$ cat config.mk
export PLATFORM = sky130hd
export DESIGN_NAME = line_clear
export DESIGN_NICKNAME = d
export VERILOG_FILES = /design/src/rtl/line_clear.sv
export SDC_FILE = /design/constraint.sdc
export NUM_CORES = 1
export LEC_CHECK = 0
export BUFFER_PORTS_ARGS = -buffer_cell sky130_fd_sc_hd__buf_2
export CAP_MARGIN = 0
export CORE_MARGIN = 1
export CORE_UTILIZATION = 60
export CTS_CLUSTER_SIZE = 24
export DETAILED_ROUTE_END_ITERATION = 8
export PLACE_DENSITY_LB_ADDON = 0.1
export SETUP_SLACK_MARGIN = 0.05
export SKIP_CTS_REPAIR_TIMING = 1
export SLEW_MARGIN = 20
export SYNTH_ARGS = -nofsm -noshare
export SYNTH_HDL_FRONTEND = slang
export SYNTH_SLANG_ARGS = --single-unit
$ cat constraint.sdc
create_clock -name CLOCK_50 -period 3.25 [get_ports CLOCK_50]
set_input_delay 0 -clock CLOCK_50 [delete_from_list [all_inputs] [get_ports CLOCK_50]]
set_output_delay 0 -clock CLOCK_50 [all_outputs]
set_load 0.02 [all_outputs]
$ cat src/rtl/line_clear.sv
// Row-compaction engine for the 10x20 playfield: drops surviving rows over
// full rows bottom-up, zero-fills the vacated top rows, reports the count.
module line_clear #(
    parameter int COLS = 10,
    parameter int ROWS = 20
) (
    input  logic       CLOCK_50,
    input  logic       resetn,
    input  logic       start,
    input  logic       board_rdata,
    output logic [3:0] board_rx,
    output logic [4:0] board_ry,
    output logic       board_we,
    output logic [3:0] board_wx,
    output logic [4:0] board_wy,
    output logic       board_wdata,
    output logic       busy,
    output logic       done,
    output logic [4:0] lines_cleared
);

    typedef enum logic [2:0] {
        IDLE,
        READ,
        WAIT,
        DECIDE,
        COPY,
        CLEAR,
        FINISH
    } state_t;

    localparam logic [3:0] XLAST = 4'(COLS - 1);
    localparam logic [4:0] YLAST = 5'(ROWS - 1);

    state_t          state;
    logic [4:0]      src;
    logic [4:0]      dst;
    logic [3:0]      x;
    logic [COLS-1:0] rowbuf;
    logic [4:0]      lines;

    logic       row_full;
    logic       full_hit;
    logic       advance;
    logic [4:0] lines_n;

    assign row_full = &rowbuf;
    assign full_hit = (state == DECIDE) && row_full;
    assign lines_n  = lines + 5'(full_hit);

    // A row is finished when DECIDE needs no copy, or on the last COPY beat.
    assign advance = ((state == DECIDE) && (row_full || (dst == src)))
                   || ((state == COPY) && (x == XLAST));

    always_ff @(posedge CLOCK_50 or negedge resetn) begin
        if (!resetn) begin
            state         <= IDLE;
            src           <= '0;
            dst           <= '0;
            x             <= '0;
            rowbuf        <= '0;
            lines         <= '0;
            lines_cleared <= '0;
        end else begin
            unique case (state)
                IDLE: begin
                    if (start) begin
                        src           <= YLAST;
                        dst           <= YLAST;
                        lines         <= '0;
                        x             <= '0;
                        lines_cleared <= '0;
                        state         <= READ;
                    end
                end
                READ: begin
                    if (x != 4'd0) rowbuf[x - 4'd1] <= board_rdata;
                    if (x == XLAST) begin
                        x     <= '0;
                        state <= WAIT;
                    end else begin
                        x <= x + 4'd1;
                    end
                end
                WAIT: begin
                    rowbuf[XLAST] <= board_rdata;
                    state         <= DECIDE;
                end
                DECIDE: begin
                    if (row_full) lines <= lines_n;
                    else if (dst != src) state <= COPY;
                    else dst <= dst - 5'd1;
                end
                COPY: begin
                    if (x == XLAST) begin
                        x   <= '0;
                        dst <= dst - 5'd1;
                    end else begin
                        x <= x + 4'd1;
                    end
                end
                CLEAR: begin
                    // dst is reused as the row counter for the zero fill
                    if (x == XLAST) begin
                        x   <= '0;
                        dst <= dst + 5'd1;
                        if (dst == lines - 5'd1) begin
                            lines_cleared <= lines;
                            state         <= FINISH;
                        end
                    end else begin
                        x <= x + 4'd1;
                    end
                end
                FINISH: state <= IDLE;
                default: state <= IDLE;
            endcase

            if (advance) begin
                x <= '0;
                if (src != 5'd0) begin
                    src   <= src - 5'd1;
                    state <= READ;
                end else if (lines_n != 5'd0) begin
                    dst   <= '0;
                    state <= CLEAR;
                end else begin
                    state <= FINISH;
                end
            end
        end
    end

    assign busy        = (state != IDLE);
    assign done        = (state == FINISH);
    assign board_rx    = (state == READ) ? x : 4'd0;
    assign board_ry    = (state == READ) ? src : 5'd0;
    assign board_we    = (state == COPY) || (state == CLEAR);
    assign board_wx    = board_we ? x : 4'd0;
    assign board_wy    = board_we ? dst : 5'd0;
    assign board_wdata = (state == COPY) ? rowbuf[x] : 1'b0;

endmodule
-- Yosys cells after proc, flatten, opt, wreduce, memory -nomap -nowiden
Index checks and enable logic that the tools add are counted.
- latch bits: 0
- flip-flop bits (word level): 37
- output and inout bits: 27
- RAM bits: 0
- input port bits: 4
- memories kept: 0
- bits in read-only memories: 0
- logic and storage cells: 109
- add/sub/neg operators: 7
- equality and inequality tests: 22
- muxes and demuxes: 45
- div/mod/pow operators: 0
- reductions and logical operators: 24
- shift operators: 0
- order comparisons: 3
- bitwise logic cells: 0
- multiply operators: 0
- operators by type and width (cell ; count):
    $mux W5 ; 18
    $mux W3 ; 8
    $mux W4 ; 5
    $pmux W5 S2 ; 2
    $pmux W5 S4 ; 1
    $pmux W3 S6 ; 1
    $ne A3 B3 Y1 const B ; 5
    $sub A5 B1 Y5 const B ; 3
    $ne A2 B2 Y1 const B ; 6
    $bwmux W10 ; 1
    $eq A5 B5 Y1 ; 2
    $lt A4 B5 Y1 const B ; 2
    $mux W10 ; 1
    $reduce_and A10 Y1 ; 1
    $reduce_bool A5 Y1 ; 2
    $eq A3 B3 Y1 const B ; 3
    $pmux W4 S2 ; 1
    $reduce_and A7 Y1 ; 1
    $eq A3 B2 Y1 const B ; 2
    $reduce_and A2 Y1 ; 3
    $reduce_bool A2 Y1 ; 3
    $reduce_bool A3 Y1 ; 2
    $add A5 B1 Y5 ; 1
    $add A5 B1 Y5 const B ; 1
    other kinds (19) ; 26

-- Logic depth before layout (Yosys ltp)
- depth after elaboration: 8
- depth in mapped cells: 9
- depth with buffers taken out: 8

-- Least setup slack after synthesis
No wires, ideal clock.
- kind: flip-flop to flip-flop
- start point: reg state[0]
- end point: reg dst[3]
- stages on the path, launching flop included: 9
- slack: 1028 ps
- arrival: 2128 ps
- setup time: 94 ps
- path buffers: 0
- data required time: 3156 ps
- period minus slack after synthesis: 2222 ps
- path through: dfrtp_1 nand3b_2 nor4_2 ha_1 ha_1 or4_1 a211oi_1 a211oi_2 a211oi_1
- word-level cells in the longest chain between the ends: 7
- elaborated cells between the ends (all ways): 14
- classes of those cells: add/sub (1); eq/ne (3); mux (4); reduce/logical (6)
- ends and longest elaborated chain (element ; line ; RTL):
    start: declaration ; 35 ; state_t state;
    start signal: assignment ; 57 ; state <= IDLE;
    start signal: assignment ; 73 ; state <= READ;
    start signal: assignment ; 80 ; state <= WAIT;
    $eq A3 B2 Y1 ; 48, 52, 65 ;
    $logic_and A1 B1 Y1 ; 48 ; assign full_hit = (state == DECIDE) && row_full;
    $add A5 B1 Y5 ; 49 ; assign lines_n = lines + 5'(full_hit);
    $reduce_bool A5 Y1 ; 124 ; end else if (lines_n != 5'd0) begin
    $mux W5 ; 124 ;
    $mux W5 ; 121 ; if (src != 5'd0) begin
    $mux W5 * ; 119 ; if (advance) begin
    end signal: assignment ; 92 ; else dst <= dst - 5'd1;
    end signal: assignment ; 97 ; dst <= dst - 5'd1;
    end signal: assignment ; 106 ; dst <= dst + 5'd1;
    end: declaration ; 37 ; logic [4:0] dst;
Mark *: on every way between the ends. The rest lies on a longest branch, timed or not.
A chain may end at the register's enable or synchronous reset.

-- Worst setup path in the final report
- start point: reg x[1]
- end point: reg lines_cleared[1]
- word-level cells in the longest chain between the ends: 3
- ends and longest elaborated chain (element ; line ; RTL):
    start: declaration ; 38 ; logic [3:0] x;
    start signal: assignment ; 82 ; x <= x + 4'd1;
    start signal: assignment ; 99 ; x <= x + 4'd1;
    start signal: assignment ; 112 ; x <= x + 4'd1;
    $eq A4 B4 Y1 ; 104 ; if (x == XLAST) begin
    $ne A2 B2 Y1 (no line) ; -- ;
    $reduce_and A4 Y1 (no line) ; -- ;
    end signal: assignment ; 108 ; lines_cleared <= lines;
    end: declaration ; 19 ; output logic [4:0] lines_cleared
No other way between the ends.

==> flow_summary_export.csv <==
group,metric,value,unit
power,p_switching,1.50,mW
floorplan,num_rows,25,
run_status,status,"finished clean",
final_layout,area_delta_synth_final,6.73,%
placed_design,portBuffers,30,
power,power.density,927,mW/mm^2
clock_network,htreeDepth,2,
grt,grt_pass1_vias,2407,
critical_path,critPathKind,"flip-flop to flip-flop",
yosys,netlist.area_leader.share,0.305,
yosys,synthDistinctLibCells,71,
critical_path,critPathMaxFanout,12,
sta,slew_headroom,0.444,
grt,antenna_found_initial,0,
critical_path,cpPeakStageDelay,530,ps
yosys,yosysWarnings,0,
sta,rsz0062_at_grt,"no",
routing,postRouteAntennaNets,0,
clock_network,clk_pin_slew_worst_paths,80,ps
routing,postRouteWirelength,7.34,mm
yosys,yosysTopAreaCell,"dfrtp_1",
power,peakVddDrop,0.574,mV
sta,fmax,382,MHz
critical_path,cp.required,3420,ps
floorplan,dieArea,0.00534,mm^2
sta,hold_viol_final,0,
critical_path,critical_path.cell_chain,"inv_1, ha_1, and3b_1, and3_1, o2111ai_1, a21oi_2, mux2_2",
floorplan,core_area,0.00479,mm^2
critical_path,slowest_stage,"dfrtp_1",
critical_path,startpoint_type,"flip-flop",
clock_network,cts_buffers,5,
power,swShare,0.500,
power,seqPwrFrac,0.289,
power,leakage,1.41,nW
power,combPwrFrac,0.602,
yosys,yosysSeqAreaShare,0.305,
sta,slew_violations,0,
critical_path,critPathBufInv,1,
clock_network,cts_tree,"built",
yosys,synth_top_cells_by_area,"dfrtp_1, ha_1, mux2_2, nor2_1, nor3_1",
yosys,synth-edff-count,0,
grt,grt.total_usage,0.296,
placed_design,routabilityCongestion,0.916,
grt,grt_pass1_wl,11.8,mm
routing,num_vias,2689,
sta,timing.final.crit_period,2610,ps
routing,wl_per_cell,17.1,um
sta,fin_ws,635,ps
grt,grt_max_degree,40,
sta,fin_worst_skew,12.5,ps
final_layout,drive_gt1_frac,0.196,
clock_network,clockBufferDepth,2,
final_layout,nets,379,
floorplan,initial_core_util,0.633,
placed_design,dp_slack,675,ps
power,p_clk_frac,0.109,
sta,worst_pin_slew,833,ps
floorplan,ios,31,
floorplan,dieWidth,73.1,um
placed_design,hpwl,5.34,mm
yosys,synth_async_sr_flop_share,1.00,
routing,vias_per_cell,6.27,
final_layout,n_antenna_cell,0,
critical_path,arrival,2790,ps
critical_path,r2r_slack,640,ps
clock_network,clk_latency,290,ps
yosys,synth_seq_cells,37,
critical_path,crit_family,"simple AND/OR/NAND/NOR gates",
clock_network,cts.sinks,37,
yosys,synth_nets,364,
flow_run,maxCapViolCount,0,
sta,setup_viol,0,
clock_network,cts-root-buf,"clkbuf_8",
yosys,synth-main-ff-cell,"dfrtp_1",
critical_path,crit_path_end_kind,"flip-flop",
grt,gr-total-overflow,0,
sta,layout_worst_path_cycle_share,0.805,
routing,initialDrtViolationCount,361,
yosys,synthCells,347,
yosys,synth_area,0.00303,mm^2
sta,tns,0,ps
floorplan,die_h,73.1,um
power,internal-power,1.50,mW
yosys,syn_avg_cell_area,8.74,um^2
min_path,hold_path_class,"input port to flip-flop",
routing,dr.pass1.iters,5,
routing,drcViolationCount,0,
-- registers in the layout, indices dropped and copies added (netlist names) --
name,flops
x,4
src,5
dst,5
lines_cleared,5
lines,5
rowbuf,10
state,3
-- layout make-up --
type / instances / area (um^2)
multi-input combinational: 266 / 1890
sequential: 37 / 926
fill: 424 / 1550
inverter: 17 / 63.8
timing repair buffer: 35 / 190
tap: 67 / 83.8
clock buffer: 7 / 86.3
-- stage by stage --
step | util | area, um^2 | power (mW) | hold slack [ps] | std cells
final | 0.676 | 3240 | 3.00 | 77.1 | 429
after global routing | 0.676 | 3240 | 3.23 | 88.3 | 429
after CTS | 0.674 | 3230 | 2.97 | -160 | 428
after detailed placement | 0.656 | 3140 | 2.63 | 153 | 421
after global placement | 0.656 | 3140 | 2.61 | 146 | 421
after floorplan | - | 3030 | 2.26 | -296 | 347
-- cell usage after synthesis, types with 3 or more instances --
cell and n:
a2111oi_0 3, a211oi_1 6, a211oi_2 3, a21o_1 3, a21oi_1 7, a22oi_1 3, a31oi_1 4, and2_1 7
and3_1 3, buf_2 12, clkbuf_1 8, dfrtp_1 37, ha_1 13, inv_1 17, mux2_2 13, mux2i_1 9
nand2_1 23, nand3_1 18, nand3b_1 4, nand4_1 4, nor2_1 27, nor2b_1 9, nor3_1 19, nor3b_1 5
o211ai_1 5, o21ai_0 14, or3_1 3, or4_1 3, xnor2_1 5, xor2_1 9
-- kinds of logic (layout without fill, tap and decap cells) --
| kind of cell | count (synthesis) | count (layout) | synth area share |
|---|---|---|---|
| AND/OR/NAND/NOR | 143 | 143 | 0.259 |
| AO/OA/AOI/OAI | 71 | 71 | 0.171 |
| buffers and inverters | 44 | 59 | 0.0726 |
| flip-flops | 37 | 37 | 0.305 |
| multiplexers | 25 | 25 | 0.0978 |
| XOR/XNOR | 14 | 14 | 0.0404 |
| adder cells (fa/ha/maj) | 13 | 13 | 0.0537 |
-- metal layers --
layer,share of wire,track usage
met1,0.48,0.445
met2,0.43,0.425
met3,0.072,0.0566
met4,0.019,0.0959
met5,0,0
-- worst paths after layout --
check                                  from          endpoint  depth (start not counted)
setup / recovery                       x[1]  lines_cleared[1]                          7
hold / removal                  board_rdata         rowbuf[0]                          2
setup reg to reg                       x[1]  lines_cleared[1]                          7
hold reg to reg            lines_cleared[0]  lines_cleared[0]                          1
max in group asynchronous            resetn         rowbuf[1]                          2
min in group asynchronous            resetn              x[2]                          2
-- power by group through the flow --
stage | Combinational (mW) | Sequential [mW] | Clock (mW)
after floorplan | 1.54 | 0.717 | 0
after global placement | 1.76 | 0.858 | 0
after detailed placement | 1.77 | 0.863 | 0
after CTS | 1.78 | 0.854 | 0.336
after global routing | 1.98 | 0.890 | 0.356
final | 1.81 | 0.865 | 0.327
-- layout by cell type, fill, tap and decap left out, types with 4 or more instances in the layout --
master	count
a211oi_1	6
a21oi_1	7
a31oi_1	4
and2_1	7
buf_2	30
buf_4	4
clkbuf_8	6
dfrtp_1	37
ha_1	13
inv_1	17
mux2_2	13
mux2i_1	9
nand2_1	23
nand3_1	18
nand3b_1	4
nand4_1	4
nor2_1	27
nor2b_1	9
nor3_1	19
nor3b_1	5
o211ai_1	5
o21ai_0	14
xnor2_1	5
xor2_1	9
Note: power is estimated with default switching activity, not from simulation.
